File: src/rtl/sat_pkg.sv
// Shared definitions for the DPLL decision scheduler: FSM encoding and
// decision stack entry field widths.
package sat_pkg;

  typedef enum logic [2:0] {
    S_IDLE,
    S_DECIDE,
    S_WAIT_DEC,
    S_PROPAGATE,
    S_WAIT_BCP,
    S_BACKTRACK,
    S_FLIP,
    S_DONE
  } sched_state_e;

  localparam int VALUE_W   = 1;
  localparam int FLIPPED_W = 1;

endpackage

File: src/rtl/decision_stack.sv
// LIFO of decisions: one-hot variable, polarity and flipped flag per level.
// Only the level counter and flipped bits are reset; data above level is never read.
module decision_stack
  import sat_pkg::*;
#(
  parameter int var_num       = 8,
  parameter int address_width = 3
) (
  input  logic                     clock,
  input  logic                     reset,
  input  logic                     clear,
  input  logic                     push,
  input  logic                     pop,
  input  logic                     flip,
  input  logic [var_num-1:0]       push_var,
  input  logic [VALUE_W-1:0]       push_val,
  output logic [var_num-1:0]       top_var,
  output logic [VALUE_W-1:0]       top_val,
  output logic [FLIPPED_W-1:0]     top_flipped,
  output logic [address_width:0]   level
);

  logic [var_num-1:0]   var_q  [var_num];
  logic [VALUE_W-1:0]   val_q  [var_num];
  logic [FLIPPED_W-1:0] flip_q [var_num];
  logic [address_width:0]   level_q;
  logic [address_width-1:0] push_idx, top_idx;

  // At level==var_num the low bits wrap to 0, so top_idx still lands on the last entry.
  assign push_idx    = level_q[address_width-1:0];
  assign top_idx     = level_q[address_width-1:0] - 1'b1;
  assign top_var     = var_q[top_idx];
  assign top_val     = val_q[top_idx];
  assign top_flipped = flip_q[top_idx];
  assign level       = level_q;

  always_ff @(posedge clock) begin
    if (reset) begin
      level_q <= '0;
      for (int i = 0; i < var_num; i++) flip_q[i] <= '0;
    end else if (clear) begin
      level_q <= '0;
    end else if (push) begin
      flip_q[push_idx] <= '0;
      level_q          <= level_q + 1'b1;
    end else if (pop) begin
      flip_q[top_idx] <= '0;
      level_q         <= level_q - 1'b1;
    end else if (flip) begin
      flip_q[top_idx] <= '1;
    end
  end

  always_ff @(posedge clock) begin
    if (!reset && !clear) begin
      if (push) begin
        var_q[push_idx] <= push_var;
        val_q[push_idx] <= push_val;
      end else if (!pop && flip) begin
        val_q[top_idx] <= ~val_q[top_idx];
      end
    end
  end

endmodule

File: src/rtl/decision_scheduler.sv
// DPLL control FSM: sequences decisions, BCP requests and chronological
// backtracking over a decision_stack. All outputs are registered.
module decision_scheduler
  import sat_pkg::*;
#(
  parameter int var_num       = 8,
  parameter int address_width = 3
) (
  input  logic                   clock,
  input  logic                   reset,
  input  logic                   start,
  output logic                   decision_en,
  input  logic [var_num-1:0]     var_out,
  input  logic                   assignment,
  input  logic                   decision_finish,
  input  logic                   all_assigned,
  output logic                   bcp_en,
  output logic [var_num-1:0]     bcp_var,
  output logic                   bcp_value,
  input  logic                   bcp_done,
  input  logic                   bcp_conflict,
  output logic                   unassign_en,
  output logic [address_width:0] unassign_level,
  output logic [address_width:0] level,
  output logic                   busy,
  output logic                   sat,
  output logic                   unsat
);

  localparam logic [address_width:0] FULL = (address_width+1)'(var_num);

  sched_state_e state;
  logic [var_num-1:0]   top_var;
  logic [VALUE_W-1:0]   top_val;
  logic [FLIPPED_W-1:0] top_flipped;
  logic st_clear, st_push, st_pop, st_flip, solved;

  assign st_clear = (state == S_IDLE) && start;
  assign st_push  = (state == S_WAIT_DEC) && decision_finish;
  assign st_pop   = (state == S_BACKTRACK) && (level != '0) && top_flipped[0];
  assign st_flip  = (state == S_FLIP);
  assign solved   = all_assigned || (level == FULL);

  decision_stack #(
    .var_num       (var_num),
    .address_width (address_width)
  ) u_stack (
    .clock       (clock),
    .reset       (reset),
    .clear       (st_clear),
    .push        (st_push),
    .pop         (st_pop),
    .flip        (st_flip),
    .push_var    (var_out),
    .push_val    (assignment),
    .top_var     (top_var),
    .top_val     (top_val),
    .top_flipped (top_flipped),
    .level       (level)
  );

  always_ff @(posedge clock) begin
    if (reset) begin
      state          <= S_IDLE;
      decision_en    <= 1'b0;
      bcp_en         <= 1'b0;
      bcp_var        <= '0;
      bcp_value      <= 1'b0;
      unassign_en    <= 1'b0;
      unassign_level <= '0;
      busy           <= 1'b0;
      sat            <= 1'b0;
      unsat          <= 1'b0;
    end else begin
      decision_en <= 1'b0;
      bcp_en      <= 1'b0;
      unassign_en <= 1'b0;
      case (state)
        S_IDLE: if (start) begin
          state <= S_DECIDE;
          sat   <= 1'b0;
          unsat <= 1'b0;
          busy  <= 1'b1;
        end
        S_DECIDE: if (solved) begin
          state <= S_DONE;
          sat   <= 1'b1;
        end else begin
          decision_en <= 1'b1;
          state       <= S_WAIT_DEC;
        end
        // The pushed entry becomes the stack top, so forward it straight to BCP.
        S_WAIT_DEC: if (decision_finish) begin
          bcp_en    <= 1'b1;
          bcp_var   <= var_out;
          bcp_value <= assignment;
          state     <= S_PROPAGATE;
        end
        S_PROPAGATE: state <= S_WAIT_BCP;
        // A clean BCP folds the DECIDE evaluation into this edge to keep the
        // bcp_done -> decision_en turnaround at one cycle.
        S_WAIT_BCP: if (bcp_done) begin
          if (bcp_conflict) begin
            state <= S_BACKTRACK;
          end else if (solved) begin
            state <= S_DONE;
            sat   <= 1'b1;
          end else begin
            decision_en <= 1'b1;
            state       <= S_WAIT_DEC;
          end
        end
        S_BACKTRACK: if (level == '0) begin
          state <= S_DONE;
          unsat <= 1'b1;
        end else begin
          unassign_en    <= 1'b1;
          unassign_level <= level - 1'b1;
          if (!top_flipped[0]) state <= S_FLIP;
        end
        S_FLIP: begin
          bcp_en    <= 1'b1;
          bcp_var   <= top_var;
          bcp_value <= ~top_val[0];
          state     <= S_PROPAGATE;
        end
        S_DONE: begin
          busy  <= 1'b0;
          state <= S_IDLE;
        end
        default: state <= S_IDLE;
      endcase
    end
  end

endmodule
File: config.mk
export PLATFORM = sky130hd
export DESIGN_NAME = decision_scheduler
export DESIGN_NICKNAME = d
export VERILOG_FILES = /design/src/rtl/sat_pkg.sv /design/src/rtl/decision_stack.sv /design/src/rtl/decision_scheduler.sv
export SDC_FILE = /design/constraint.sdc
export NUM_CORES = 1
export LEC_CHECK = 0
export BUFFER_PORTS_ARGS = -buffer_cell sky130_fd_sc_hd__buf_4
export CORE_UTILIZATION = 25
export DETAILED_ROUTE_END_ITERATION = 10
export PLACE_DENSITY = 0.46
export SLEW_MARGIN = 5
export SYNTH_ARGS = -nofsm -noshare
export SYNTH_HDL_FRONTEND = slang
export SYNTH_SLANG_ARGS = --single-unit
File: constraint.sdc
create_clock -name clock -period 6.72 [get_ports clock]
set_input_delay 0.336 -clock clock [delete_from_list [all_inputs] [get_ports clock]]
set_output_delay 0.336 -clock clock [all_outputs]
set_load 0.01 [all_outputs]
==> run_summary.xml, run 1 <==
<?xml version="1.0" encoding="UTF-8"?>
<metrics>
  <group name="setup_path">
    <metric name="crit_path_end_kind" unit="">register</metric>
    <metric name="critical_path.slowest_cell" unit="">sky130_fd_sc_hd__nor2_1</metric>
    <metric name="start_kind" unit="">register</metric>
    <metric name="worstPathArrival" unit="ps">3550</metric>
    <metric name="critical_path.cell_chain" unit="">and2b_1, nand3_1, or3_1, nor2_1, a211o_1</metric>
    <metric name="reg2reg_launch_point" unit="">state[1]</metric>
    <metric name="regToRegSetupSlack" unit="ps">3240</metric>
    <metric name="timing.critical_path.fanout_max" unit="">16</metric>
    <metric name="critical_path_required" unit="ps">6790</metric>
    <metric name="critical-path-max-stage-delay" unit="ps">810</metric>
    <metric name="ff2ff_path_depth" unit="">5</metric>
    <metric name="worstReg2RegEnd" unit="">u_stack.flip_q[3]</metric>
    <metric name="setup.worst_path.class" unit="">reg2reg</metric>
  </group>
  <group name="synthesis">
    <metric name="post_synth_main_area_contributors" unit="">sky130_fd_sc_hd__edfxtp_1 (51%), sky130_fd_sc_hd__dfxtp_1 (11%), sky130_fd_sc_hd__mux4_2 (6.6%)</metric>
    <metric name="yosys.area.top_type_share" unit="%">50.6</metric>
    <metric name="syn_inst" unit="">351</metric>
    <metric name="syn-mean-instance-area" unit="um^2">13.5</metric>
    <metric name="yosys_most_used_dff" unit="">sky130_fd_sc_hd__edfxtp_1</metric>
    <metric name="synth_cell_types" unit="">54</metric>
    <metric name="synth.largest_area_cell" unit="">sky130_fd_sc_hd__edfxtp_1</metric>
    <metric name="mappedNetlistNets" unit="">369</metric>
    <metric name="async_flop_share" unit="%">0</metric>
    <metric name="yosysWarningCount" unit="">0</metric>
    <metric name="synth.cell_area" unit="um^2">4750</metric>
    <metric name="synth-seq-cells" unit="">106</metric>
    <metric name="sequential_area_share_after_synthesis" unit="%">61.5</metric>
    <metric name="synth-edff-count" unit="">80</metric>
  </group>
  <group name="floorplanning">
    <metric name="initial_utilization" unit="%">25.5</metric>
    <metric name="top_level_ports" unit="">39</metric>
    <metric name="area_of_the_die" unit="um^2">19600</metric>
    <metric name="die_h" unit="um">140</metric>
    <metric name="fp.dieW" unit="um">140</metric>
    <metric name="core_area" unit="um^2">18600</metric>
    <metric name="placementRows" unit="">50</metric>
  </group>
  <group name="power">
    <metric name="ir_worst_vdd" unit="V">0.000133</metric>
    <metric name="fin_total_pwr" unit="W">0.00142</metric>
    <metric name="comb_power_share" unit="%">10.4</metric>
    <metric name="internal-power" unit="W">0.00108</metric>
    <metric name="ratio_of_total_power_to_cell_area" unit="nW/um^2">255</metric>
    <metric name="p_switching" unit="W">0.000341</metric>
    <metric name="power_frac_clock" unit="%">38.1</metric>
    <metric name="power_frac_seq" unit="%">51.5</metric>
    <metric name="static-leakage-power" unit="nW">1.85</metric>
    <metric name="sw_frac_of_total" unit="%">23.9</metric>
  </group>
  <group name="timing">
    <metric name="sum_of_negative_setup_slack" unit="ps">0</metric>
    <metric name="layout_min_cycle_time" unit="ps">3480</metric>
    <metric name="slew-limit-headroom" unit="%">31.5</metric>
    <metric name="min_period_over_period" unit="%">51.7</metric>
    <metric name="worst-slew-pin-transition" unit="ps">1020</metric>
    <metric name="timing.final.ws_setup" unit="ps">3240</metric>
    <metric name="grt_setup_unrepaired" unit="">false</metric>
    <metric name="finalSetupViolations" unit="">0</metric>
    <metric name="clock.fmax" unit="MHz">288</metric>
    <metric name="timing_max_transition_violations_final" unit="">0</metric>
    <metric name="report.final.hold_viol_count" unit="">0</metric>
    <metric name="layout_skew" unit="ps">9.61</metric>
  </group>
  <group name="clock_network">
    <metric name="root_buffer" unit="">sky130_fd_sc_hd__clkbuf_16</metric>
    <metric name="clock_latency" unit="ps">350</metric>
    <metric name="tritoncts.num_buffers" unit="">9</metric>
    <metric name="cts_htree_levels" unit="">3</metric>
    <metric name="cts.sinks" unit="">106</metric>
    <metric name="tritoncts" unit="">built</metric>
    <metric name="cts_buffer_depth" unit="">2</metric>
    <metric name="post_cts.resized_instances" unit="">0</metric>
    <metric name="clk_pin_slew" unit="ps">70</metric>
    <metric name="post_cts_buffers" unit="">0</metric>
    <metric name="ctsHoldBuffers" unit="">0</metric>
  </group>
  <group name="global_routing">
    <metric name="grt_antenna_before_repair" unit="">0</metric>
    <metric name="overflow" unit="">0</metric>
    <metric name="grt_pass1_vias" unit="">3038</metric>
    <metric name="global_route.usage.total" unit="%">12.2</metric>
    <metric name="grt_start_max_net_pins" unit="">40</metric>
    <metric name="grt_pass1_wl" unit="um">17700</metric>
  </group>
  <group name="final_layout">
    <metric name="sequential_cell_area" unit="um^2">2920</metric>
    <metric name="synthToLayoutAreaGrowth" unit="%">17.5</metric>
    <metric name="layout_common_cells" unit="">sky130_fd_sc_hd__edfxtp_1 (80), sky130_fd_sc_hd__buf_4 (44), sky130_fd_sc_hd__nor2_1 (36)</metric>
    <metric name="mostFrequentLayoutCell" unit="">sky130_fd_sc_hd__edfxtp_1</metric>
    <metric name="nFillCells" unit="">1892</metric>
    <metric name="antennaDiodeCount" unit="">0</metric>
    <metric name="layout-drive-gt1-share" unit="%">22.9</metric>
    <metric name="layout.nets" unit="">398</metric>
    <metric name="multi_input_comb_area" unit="um^2">1700</metric>
  </group>
  <group name="route">
    <metric name="1st_pass_router_iterations" unit="">4</metric>
    <metric name="routed_wl" unit="um">11400</metric>
    <metric name="vias" unit="">3039</metric>
    <metric name="route.antenna.remaining_nets" unit="">0</metric>
    <metric name="drt_iter0_markers" unit="">156</metric>
    <metric name="remaining_drc_errors" unit="">0</metric>
    <metric name="routedWlPerCell" unit="um">18.3</metric>
    <metric name="viasPerCell" unit="">4.91</metric>
  </group>
  <group name="placement">
    <metric name="detailed_place_hpwl" unit="um">7210</metric>
    <metric name="gp_routability_congestion" unit="">0.763</metric>
    <metric name="pre_cts_setup_slack" unit="ps">3240</metric>
    <metric name="portBuffers" unit="">38</metric>
  </group>
  <group name="hold_path">
    <metric name="timing.hold.worst.start" unit="">var_out[6]</metric>
    <metric name="hp-class" unit="">in2reg</metric>
    <metric name="hold-path-cell-count" unit="">1</metric>
    <metric name="timing.hold.worst_endpoint" unit="">u_stack.var_q[1][6]</metric>
  </group>
  <group name="outcome">
    <metric name="status" unit="">complete, no violations</metric>
  </group>
  <group name="job">
    <metric name="max-cap-violations" unit="">0</metric>
  </group>
</metrics>
==> synthesized netlist by cell type (2+ instances only) <==
| library cell | instances |
|---|---|
| sky130_fd_sc_hd__a211o_1 | 4 |
| sky130_fd_sc_hd__a211oi_1 | 12 |
| sky130_fd_sc_hd__a21oi_1 | 8 |
| sky130_fd_sc_hd__a311o_1 | 4 |
| sky130_fd_sc_hd__a311oi_1 | 9 |
| sky130_fd_sc_hd__a31oi_1 | 2 |
| sky130_fd_sc_hd__and2_1 | 8 |
| sky130_fd_sc_hd__and3_1 | 4 |
| sky130_fd_sc_hd__and3b_1 | 2 |
| sky130_fd_sc_hd__buf_1 | 2 |
| sky130_fd_sc_hd__buf_2 | 5 |
| sky130_fd_sc_hd__clkbuf_1 | 16 |
| sky130_fd_sc_hd__dfxtp_1 | 26 |
| sky130_fd_sc_hd__edfxtp_1 | 80 |
| sky130_fd_sc_hd__ha_1 | 2 |
| sky130_fd_sc_hd__inv_1 | 6 |
| sky130_fd_sc_hd__mux2_2 | 2 |
| sky130_fd_sc_hd__mux2i_1 | 5 |
| sky130_fd_sc_hd__mux4_1 | 6 |
| sky130_fd_sc_hd__mux4_2 | 14 |
| sky130_fd_sc_hd__nand2_1 | 30 |
| sky130_fd_sc_hd__nand2b_1 | 5 |
| sky130_fd_sc_hd__nand3_1 | 4 |
| sky130_fd_sc_hd__nor2_1 | 36 |
| sky130_fd_sc_hd__nor2b_1 | 5 |
| sky130_fd_sc_hd__nor3_1 | 8 |
| sky130_fd_sc_hd__nor3b_1 | 2 |
| sky130_fd_sc_hd__nor4_1 | 2 |
| sky130_fd_sc_hd__o21ai_0 | 9 |
| sky130_fd_sc_hd__o21bai_1 | 3 |
| sky130_fd_sc_hd__o22ai_1 | 4 |
| sky130_fd_sc_hd__or3_1 | 2 |
| sky130_fd_sc_hd__xnor2_1 | 3 |
==> metal layers <==
layer	wire length [um]	global-route usage (%)	up-vias
li1	-	-	1406
met1	5220	15.8	1534
met2	5430	20.4	88
met3	550	3.03	11
met4	141	3.18	0
met5	0	0	-
==> critical path, delay by kind of cell (launching register included) <==
kind,cells,cell delay (ps)
and+or+nand+nor,4,2390
DFF,1,590
AOI/OAI and AO/OA,1,200
==> cells by family (layout without fill, tap and decap cells) <==
group	Yosys count	in the layout	share of synthesized area (%)
simple gates	117	117	12.5
flops	106	106	61.5
mux	27	27	11.5
compound gates	62	62	10.2
fa+ha+maj	2	2	0.527
buf+inv	33	67	3.00
xor+xnor	4	4	0.738
==> final cells by class <==
| class | instances | share of cell area [%] |
|---|---|---|
| clock inverter | 5 | 1.12 |
| timing repair buffer | 44 | 5.92 |
| multi-input combinational | 212 | 30.5 |
| sequential | 106 | 52.4 |
| tap | 234 | 5.24 |
| inverter | 7 | 0.471 |
| clock buffer | 11 | 4.35 |
==> state kept, by name, summed over array words and instances (netlist names) <==
register,count
u_stack.level,4
unassign_en,1
bcp_en,1
busy,1
bcp_value,1
sat,1
bcp_var,8
state,3
u_stack.val_q,8
unsat,1
u_stack.flip_q,8
u_stack.var_q,64
unassign_level,4
decision_en,1
==> worst max-delay path by stage <==
| stage | startpoint | end | slack (ps) | depth (start not counted) |
|---|---|---|---|---|
| after global placement | state[1] | u_stack.flip_q[7] | 3320 | 5 |
| after floorplan | u_stack.level[0] | u_stack.flip_q[1] | 3920 | 10 |
| after global routing | state[1] | u_stack.flip_q[3] | 3060 | 5 |
| after detailed placement | state[1] | u_stack.flip_q[3] | 3240 | 5 |
| final | state[1] | u_stack.flip_q[3] | 3240 | 5 |
| after CTS | state[1] | u_stack.flip_q[3] | 3210 | 5 |
==> metrics by stage <==
| step | cell area (um^2) | utilization (%) | hold WS (ps) | cells |
|---|---|---|---|---|
| finish | 5580 | 29.9 | 230 | 619 |
| global route | 5580 | 29.9 | 228 | 619 |
| CTS | 5580 | 29.9 | 220 | 619 |
| detailed placement | 5280 | 28.3 | 475 | 603 |
| global placement | 5280 | 28.3 | 474 | 603 |
| floorplan | 4750 | - | 435 | 351 |
==> power groups by stage <==
stage | combinational [W] | sequential, W | clock [W]
2_1_floorplan | 0.0000989 | 0.000742 | 0
3_3_place_gp | 0.000150 | 0.000748 | 0
3_5_place_dp | 0.000149 | 0.000748 | 0
4_1_cts | 0.000149 | 0.000733 | 0.000557
5_1_grt | 0.000162 | 0.000735 | 0.000577
6_report | 0.000148 | 0.000733 | 0.000542
No activity file was read; power rests on OpenSTA's default activity.
==> run 2: changes to the inputs <==
- ABC_AREA: unset -> 1
- PLACE_DENSITY: 0.46 -> 0.47
- clock period: 6.72 -> 3.1 ns (I/O delays scaled with it)
==> run 2 against run 1 <==
  * The run now ends with design-rule violations left
  * Clock power is 120% higher
  * Critical path depth is 4 higher
  * Cell area is 0.20% higher
  * Cell count is 22% higher
  * Fmax is 34% higher
  * Clock skew is 1.5 ps lower
  * Global-route usage is 0.75 points higher
  * Critical path type unchanged
  * Sequential share of layout area is 0.13 points lower
  * Die area is 1.2% lower
  * Clock-buffer cell count is 1 lower
  * Sequential cell count stayed put
==> run_summary.xml, run 2 <==
<?xml version="1.0" encoding="UTF-8"?>
<metrics>
  <group name="timing">
    <metric name="sum_of_negative_setup_slack" unit="ps">0</metric>
    <metric name="grt_setup_unrepaired" unit="">false</metric>
    <metric name="timing_max_transition_violations_final" unit="">0</metric>
    <metric name="slew-limit-headroom" unit="%">49.3</metric>
    <metric name="layout_min_cycle_time" unit="ps">2590</metric>
    <metric name="finalSetupViolations" unit="">0</metric>
    <metric name="report.final.hold_viol_count" unit="">0</metric>
    <metric name="layout_skew" unit="ps">8.15</metric>
    <metric name="timing.final.ws_setup" unit="ps">507</metric>
    <metric name="clock.fmax" unit="MHz">386</metric>
    <metric name="min_period_over_period" unit="%">83.7</metric>
    <metric name="worst-slew-pin-transition" unit="ps">752</metric>
  </group>
  <group name="clock_network">
    <metric name="ctsHoldBuffers" unit="">0</metric>
    <metric name="post_cts.resized_instances" unit="">0</metric>
    <metric name="clk_pin_slew" unit="ps">70</metric>
    <metric name="cts_htree_levels" unit="">3</metric>
    <metric name="tritoncts.num_buffers" unit="">9</metric>
    <metric name="cts.sinks" unit="">106</metric>
    <metric name="clock_latency" unit="ps">360</metric>
    <metric name="post_cts_buffers" unit="">0</metric>
    <metric name="cts_buffer_depth" unit="">2</metric>
    <metric name="tritoncts" unit="">built</metric>
    <metric name="root_buffer" unit="">sky130_fd_sc_hd__clkbuf_16</metric>
  </group>
  <group name="setup_path">
    <metric name="timing.critical_path.fanout_max" unit="">21</metric>
    <metric name="crit_path_end_kind" unit="">register</metric>
    <metric name="start_kind" unit="">register</metric>
    <metric name="crit_family" unit="">compound AO/OA/AOI/OAI gates</metric>
    <metric name="critPathBufInv" unit="">3</metric>
    <metric name="critical_path.slowest_cell" unit="">sky130_fd_sc_hd__dfxtp_1</metric>
    <metric name="critical_path_required" unit="ps">3150</metric>
    <metric name="critical-path-max-stage-delay" unit="ps">490</metric>
    <metric name="worstPathArrival" unit="ps">2640</metric>
    <metric name="setup.worst_path.class" unit="">reg2reg</metric>
    <metric name="critical_path.cell_chain" unit="">inv_1, ha_1, inv_1, buf_4, a21oi_1, a21oi_1, a32oi_1, nand2_1, o21ai_0</metric>
  </group>
  <group name="final_layout">
    <metric name="layout_common_cells" unit="">sky130_fd_sc_hd__nand2_1 (80), sky130_fd_sc_hd__edfxtp_1 (80), sky130_fd_sc_hd__nor2_1 (74)</metric>
    <metric name="number_of_flip_flops_under_the_largest_register_name" unit="">64</metric>
    <metric name="layout.nets" unit="">538</metric>
    <metric name="antennaDiodeCount" unit="">0</metric>
    <metric name="synthToLayoutAreaGrowth" unit="%">19.2</metric>
    <metric name="max_flop_register" unit="">u_stack.var_q</metric>
    <metric name="nFillCells" unit="">1876</metric>
    <metric name="layout-drive-gt1-share" unit="%">16.6</metric>
  </group>
  <group name="route">
    <metric name="1st_pass_router_iterations" unit="">8</metric>
    <metric name="routedWlPerCell" unit="um">16.1</metric>
    <metric name="viasPerCell" unit="">4.86</metric>
    <metric name="routed_wl" unit="um">12200</metric>
    <metric name="route.antenna.remaining_nets" unit="">0</metric>
    <metric name="vias" unit="">3664</metric>
    <metric name="drt_iter0_markers" unit="">371</metric>
    <metric name="remaining_drc_errors" unit="">5</metric>
  </group>
  <group name="placement">
    <metric name="gp_routability_congestion" unit="">0.874</metric>
    <metric name="detailed_place_hpwl" unit="um">8060</metric>
    <metric name="pre_cts_setup_slack" unit="ps">500</metric>
    <metric name="portBuffers" unit="">38</metric>
  </group>
  <group name="synthesis">
    <metric name="synth_cell_types" unit="">34</metric>
    <metric name="yosys.area.top_type_share" unit="%">51.2</metric>
    <metric name="yosys_most_used_dff" unit="">sky130_fd_sc_hd__edfxtp_1</metric>
    <metric name="post_synth_main_area_contributors" unit="">sky130_fd_sc_hd__edfxtp_1 (51%), sky130_fd_sc_hd__dfxtp_1 (11%), sky130_fd_sc_hd__nand2_1 (6.4%)</metric>
    <metric name="async_flop_share" unit="%">0</metric>
    <metric name="mappedNetlistNets" unit="">495</metric>
    <metric name="synth.largest_area_cell" unit="">sky130_fd_sc_hd__edfxtp_1</metric>
    <metric name="synth-seq-cells" unit="">106</metric>
    <metric name="syn-mean-instance-area" unit="um^2">9.84</metric>
    <metric name="synth-edff-count" unit="">80</metric>
    <metric name="yosysWarningCount" unit="">0</metric>
    <metric name="synth.cells.most_frequent" unit="">sky130_fd_sc_hd__edfxtp_1 (80), sky130_fd_sc_hd__nand2_1 (80), sky130_fd_sc_hd__nor2_1 (74)</metric>
    <metric name="syn_inst" unit="">477</metric>
    <metric name="synth.cell_area" unit="um^2">4690</metric>
    <metric name="sequential_area_share_after_synthesis" unit="%">62.3</metric>
  </group>
  <group name="global_routing">
    <metric name="overflow" unit="">0</metric>
    <metric name="grt_antenna_before_repair" unit="">0</metric>
    <metric name="grt_pass1_wl" unit="um">19000</metric>
    <metric name="grt_start_max_net_pins" unit="">50</metric>
    <metric name="global_route.usage.total" unit="%">13.0</metric>
    <metric name="grt_pass1_vias" unit="">3465</metric>
  </group>
  <group name="power">
    <metric name="ratio_of_total_power_to_cell_area" unit="nW/um^2">657</metric>
    <metric name="static-leakage-power" unit="nW">2.07</metric>
    <metric name="ir_worst_vdd" unit="V">0.000278</metric>
  </group>
  <group name="floorplanning">
    <metric name="core_area" unit="um^2">18100</metric>
    <metric name="die_h" unit="um">139</metric>
    <metric name="placementRows" unit="">49</metric>
    <metric name="area_of_the_die" unit="um^2">19300</metric>
    <metric name="initial_utilization" unit="%">25.9</metric>
    <metric name="top_level_ports" unit="">39</metric>
    <metric name="fp.dieW" unit="um">139</metric>
  </group>
  <group name="hold_path">
    <metric name="hp-class" unit="">in2reg</metric>
  </group>
  <group name="outcome">
    <metric name="failing_checks" unit="">design-rule violations</metric>
    <metric name="status" unit="">finished, violations left</metric>
  </group>
  <group name="job">
    <metric name="max-cap-violations" unit="">0</metric>
  </group>
</metrics>
==> run 2: cell count changes in the layout (fill, tap and decap cells not counted), sizes merged, moves of 20 or more <==
cell   change
a21oi     +22
mux4      -20
inv       +24
nand3     +22
o21ai     +44
nand2     +51
nor2      +43
==> run 2: layout make-up <==
cell class                 instances  area, um^2  share of cell area [%]
clock inverter                     6        71.3                    1.27
timing repair buffer              54         405                    7.25
clock buffer                      10         239                    4.27
sequential                       106        2920                    52.2
tap                              229         287                    5.12
inverter                          31         116                    2.08
multi-input combinational        318        1550                    27.8
==> run 2: logic make-up after synthesis <==
| group | synth area share [%] |
|---|---|
| buffers and inverters | 4.61 |
| AND/OR/NAND/NOR | 17.6 |
| XOR/XNOR | 0.933 |
| adder cells (fa/ha/maj) | 0.533 |
| flip-flops | 62.3 |
| AO/OA/AOI/OAI | 14.0 |
==> run 2: path summary, 6_finish.rpt <==
path | start | end | slack (ps) | depth (start not counted)
setup / recovery | u_stack.level[1] | u_stack.val_q[0] | 510 | 9
hold / removal | var_out[5] | u_stack.var_q[3][5] | 40 | 1
setup reg to reg | u_stack.level[1] | u_stack.val_q[0] | 510 | 9
hold reg to reg | busy | busy | 490 | 2
==> run 2: report_power, final <==
group / internal (W) / switching [W] / leakage [nW]
registers: 0.00162 / 0.0000729 / 0.941
clock network: 0.000657 / 0.000536 / 0.151
logic: 0.000279 / 0.000516 / 0.978
total: 0.00255 / 0.00112 / 2.07
==> run 2: layer usage <==
| metal | routed length (um) | GRT usage, % | share of wire, % | vias to the layer above |
|---|---|---|---|---|
| met3 | 793 | 3.63 | 6.5 | 20 |
| li1 | - | - | - | 1746 |
| met4 | 206 | 3.92 | 1.7 | 0 |
| met5 | 0 | 0 | 0 | - |
| met2 | 5580 | 20.5 | 46 | 136 |
| met1 | 5580 | 17.1 | 46 | 1762 |
==> run 2: stage by stage <==
step,instance area (um^2),power [W],hold slack (ps),instances,util (%)
floorplan,4690,0.00222,254,477,-
global placement,5280,0.00251,400,738,29.1
detailed placement,5280,0.00252,409,738,29.1
CTS,5590,0.00371,34.9,754,30.8
global route,5590,0.00386,38.7,754,30.8
finish,5590,0.00368,43.7,754,30.8
==> run 3: changes to the inputs <==
- clock period: 3.1 -> 2.3 ns (I/O delays scaled with it)
==> run 3 against run 2 <==
  * The flow now finishes without violations
  * Clock skew is 2.7 ps lower
  * Die area stayed put
  * Setup slack worse by 300 ps
  * Clock-buffer cell count is 1 lower
  * Core utilization is 0.86 points higher
  * Cell area is 2.8% higher
  * Critical endpoint is now u_stack.val_q[1]
  * Cell count is 1.9% higher
  * Register-to-register slack worse by 300 ps
  * First-iteration DRC count is 16% lower
  * Fmax is 24% higher
  * Largest cell class unchanged
  * Clock power is 32% higher
  * Non-clock buffer count is 14 higher
==> run_summary.xml, run 3 (same netlist as run 2, synthesis figures left out) <==
<?xml version="1.0" encoding="UTF-8"?>
<metrics>
  <group name="final_layout">
    <metric name="layout.nets" unit="">552</metric>
    <metric name="number_of_flip_flops_under_the_largest_register_name" unit="">64</metric>
    <metric name="synthToLayoutAreaGrowth" unit="%">22.6</metric>
    <metric name="mostFrequentLayoutCell" unit="">sky130_fd_sc_hd__edfxtp_1</metric>
    <metric name="layout-drive-gt1-share" unit="%">19.1</metric>
    <metric name="antennaDiodeCount" unit="">0</metric>
    <metric name="layout_common_cells" unit="">sky130_fd_sc_hd__edfxtp_1 (80), sky130_fd_sc_hd__nand2_1 (79), sky130_fd_sc_hd__nor2_1 (73)</metric>
    <metric name="max_flop_register" unit="">u_stack.var_q</metric>
    <metric name="design_area" unit="um^2">5750</metric>
  </group>
  <group name="timing">
    <metric name="report.final.hold_viol_count" unit="">0</metric>
    <metric name="grt_setup_unrepaired" unit="">false</metric>
    <metric name="layout_skew" unit="ps">5.41</metric>
    <metric name="layout_min_cycle_time" unit="ps">2090</metric>
    <metric name="slew-limit-headroom" unit="%">68.2</metric>
    <metric name="timing_max_transition_violations_final" unit="">0</metric>
    <metric name="sum_of_negative_setup_slack" unit="ps">0</metric>
    <metric name="finalSetupViolations" unit="">0</metric>
    <metric name="clock.fmax" unit="MHz">478</metric>
    <metric name="worst-slew-pin-transition" unit="ps">474</metric>
    <metric name="min_period_over_period" unit="%">90.9</metric>
  </group>
  <group name="route">
    <metric name="1st_pass_router_iterations" unit="">7</metric>
    <metric name="routed_wl" unit="um">12100</metric>
    <metric name="routedWlPerCell" unit="um">15.8</metric>
    <metric name="route.antenna.remaining_nets" unit="">0</metric>
    <metric name="drt_iter0_markers" unit="">312</metric>
    <metric name="remaining_drc_errors" unit="">0</metric>
    <metric name="vias" unit="">3650</metric>
    <metric name="viasPerCell" unit="">4.75</metric>
  </group>
  <group name="job">
    <metric name="max-cap-violations" unit="">0</metric>
  </group>
  <group name="global_routing">
    <metric name="grt_pass1_vias" unit="">3565</metric>
    <metric name="overflow" unit="">0</metric>
    <metric name="grt_antenna_before_repair" unit="">0</metric>
    <metric name="grt_pass1_wl" unit="um">19400</metric>
    <metric name="global_route.usage.total" unit="%">13.2</metric>
    <metric name="grt_start_max_net_pins" unit="">46</metric>
  </group>
  <group name="floorplanning">
    <metric name="area_of_the_die" unit="um^2">19300</metric>
    <metric name="initial_utilization" unit="%">25.9</metric>
    <metric name="die_h" unit="um">139</metric>
    <metric name="core_area" unit="um^2">18100</metric>
    <metric name="top_level_ports" unit="">39</metric>
    <metric name="placementRows" unit="">49</metric>
    <metric name="fp.dieW" unit="um">139</metric>
  </group>
  <group name="clock_network">
    <metric name="tritoncts" unit="">built</metric>
    <metric name="cts_buffer_depth" unit="">2</metric>
    <metric name="cts.sinks" unit="">106</metric>
    <metric name="root_buffer" unit="">sky130_fd_sc_hd__clkbuf_16</metric>
    <metric name="tritoncts.num_buffers" unit="">9</metric>
    <metric name="cts_htree_levels" unit="">3</metric>
    <metric name="clock_latency" unit="ps">360</metric>
    <metric name="clk_pin_slew" unit="ps">70</metric>
  </group>
  <group name="placement">
    <metric name="portBuffers" unit="">38</metric>
    <metric name="area_after_dpl" unit="um^2">5360</metric>
    <metric name="gp_routability_congestion" unit="">0.840</metric>
    <metric name="detailed_place_hpwl" unit="um">8160</metric>
  </group>
  <group name="setup_path">
    <metric name="timing.critical_path.fanout_max" unit="">20</metric>
    <metric name="crit_path_end_kind" unit="">register</metric>
    <metric name="regToRegSetupSlack" unit="ps">210</metric>
    <metric name="critical_path_required" unit="ps">2400</metric>
    <metric name="setup.worst_path.class" unit="">reg2reg</metric>
    <metric name="start_kind" unit="">register</metric>
    <metric name="worstPathArrival" unit="ps">2190</metric>
  </group>
  <group name="hold_path">
    <metric name="hp-class" unit="">in2reg</metric>
  </group>
  <group name="outcome">
    <metric name="status" unit="">complete, no violations</metric>
  </group>
  <group name="power">
    <metric name="ir_worst_vdd" unit="V">0.000474</metric>
    <metric name="static-leakage-power" unit="nW">2.15</metric>
    <metric name="ratio_of_total_power_to_cell_area" unit="nW/um^2">862</metric>
  </group>
</metrics>
==> run 3: cell count changes in the layout (fill, tap and decap cells not counted), sizes merged <==
cell         before  now
clkbuf           10    9
clkinv            3    4
buf              54   63
dlygate4sd3       0    5
==> run 3: timing repair <==
action	CTS	global route
resized for setup	0	11
setup buffers	0	1
hold buffers	5	0
endpoints found under the setup margin	0	22
hold endpoints to repair	36	0
==> run 3: through the flow <==
step	total power (W)	setup slack, ps	std cells	hold slack [ps]	utilization, %
floorplan	0.00299	6.03	477	214	-
global placement	0.00340	161	746	364	29.5
detailed placement	0.00341	85.1	746	363	29.5
CTS	0.00500	47.6	767	2.11	31.4
global route	0.00521	8.29	768	5.66	31.7
finish	0.00496	210	768	14.6	31.7
==> run 3: worst max-delay path, stage by stage (launching register included) <==
cell                      delay [ps]
sky130_fd_sc_hd__dfxtp_1         360
sky130_fd_sc_hd__inv_2            50
sky130_fd_sc_hd__ha_2            380
sky130_fd_sc_hd__inv_2            70
sky130_fd_sc_hd__buf_4           210
sky130_fd_sc_hd__a21oi_1         130
sky130_fd_sc_hd__a21oi_1          80
sky130_fd_sc_hd__a32oi_1         200
sky130_fd_sc_hd__nand2_1          70
sky130_fd_sc_hd__o21ai_1         270
==> run 3: layer usage <==
metal	track usage, %	vias to the layer above	routed length (um)
met2	21.7	95	5670
met5	0	-	0
met3	3.59	11	573
li1	-	1783	-
met4	3.33	0	102
met1	17.0	1761	5780
==> run 3: area by class of cell <==
type,count,area [um^2]
repair buffers,68,539
multi-input cells,318,1580
well taps,229,287
clock buffers,9,225
inverters,31,116
flip-flops and latches,106,2920
fillers,1881,12400
clock inverters,7,75.1
==> run 3: worst paths after layout <==
path / start / endpoint / cells after the start
worst max-delay path: u_stack.level[0] / u_stack.val_q[1] / 9
worst max register to register: u_stack.level[0] / u_stack.val_q[1] / 9
worst min register to register: busy / busy / 2
worst min-delay path: var_out[0] / u_stack.var_q[4][0] / 1
==> run 3: report_power, final <==
group	switching [W]	total (W)	internal [W]
logic	0.000708	0.00111	0.000405
registers	0.0000948	0.00227	0.00218
clock network	0.000718	0.00157	0.000852
total	0.00152	0.00496	0.00344
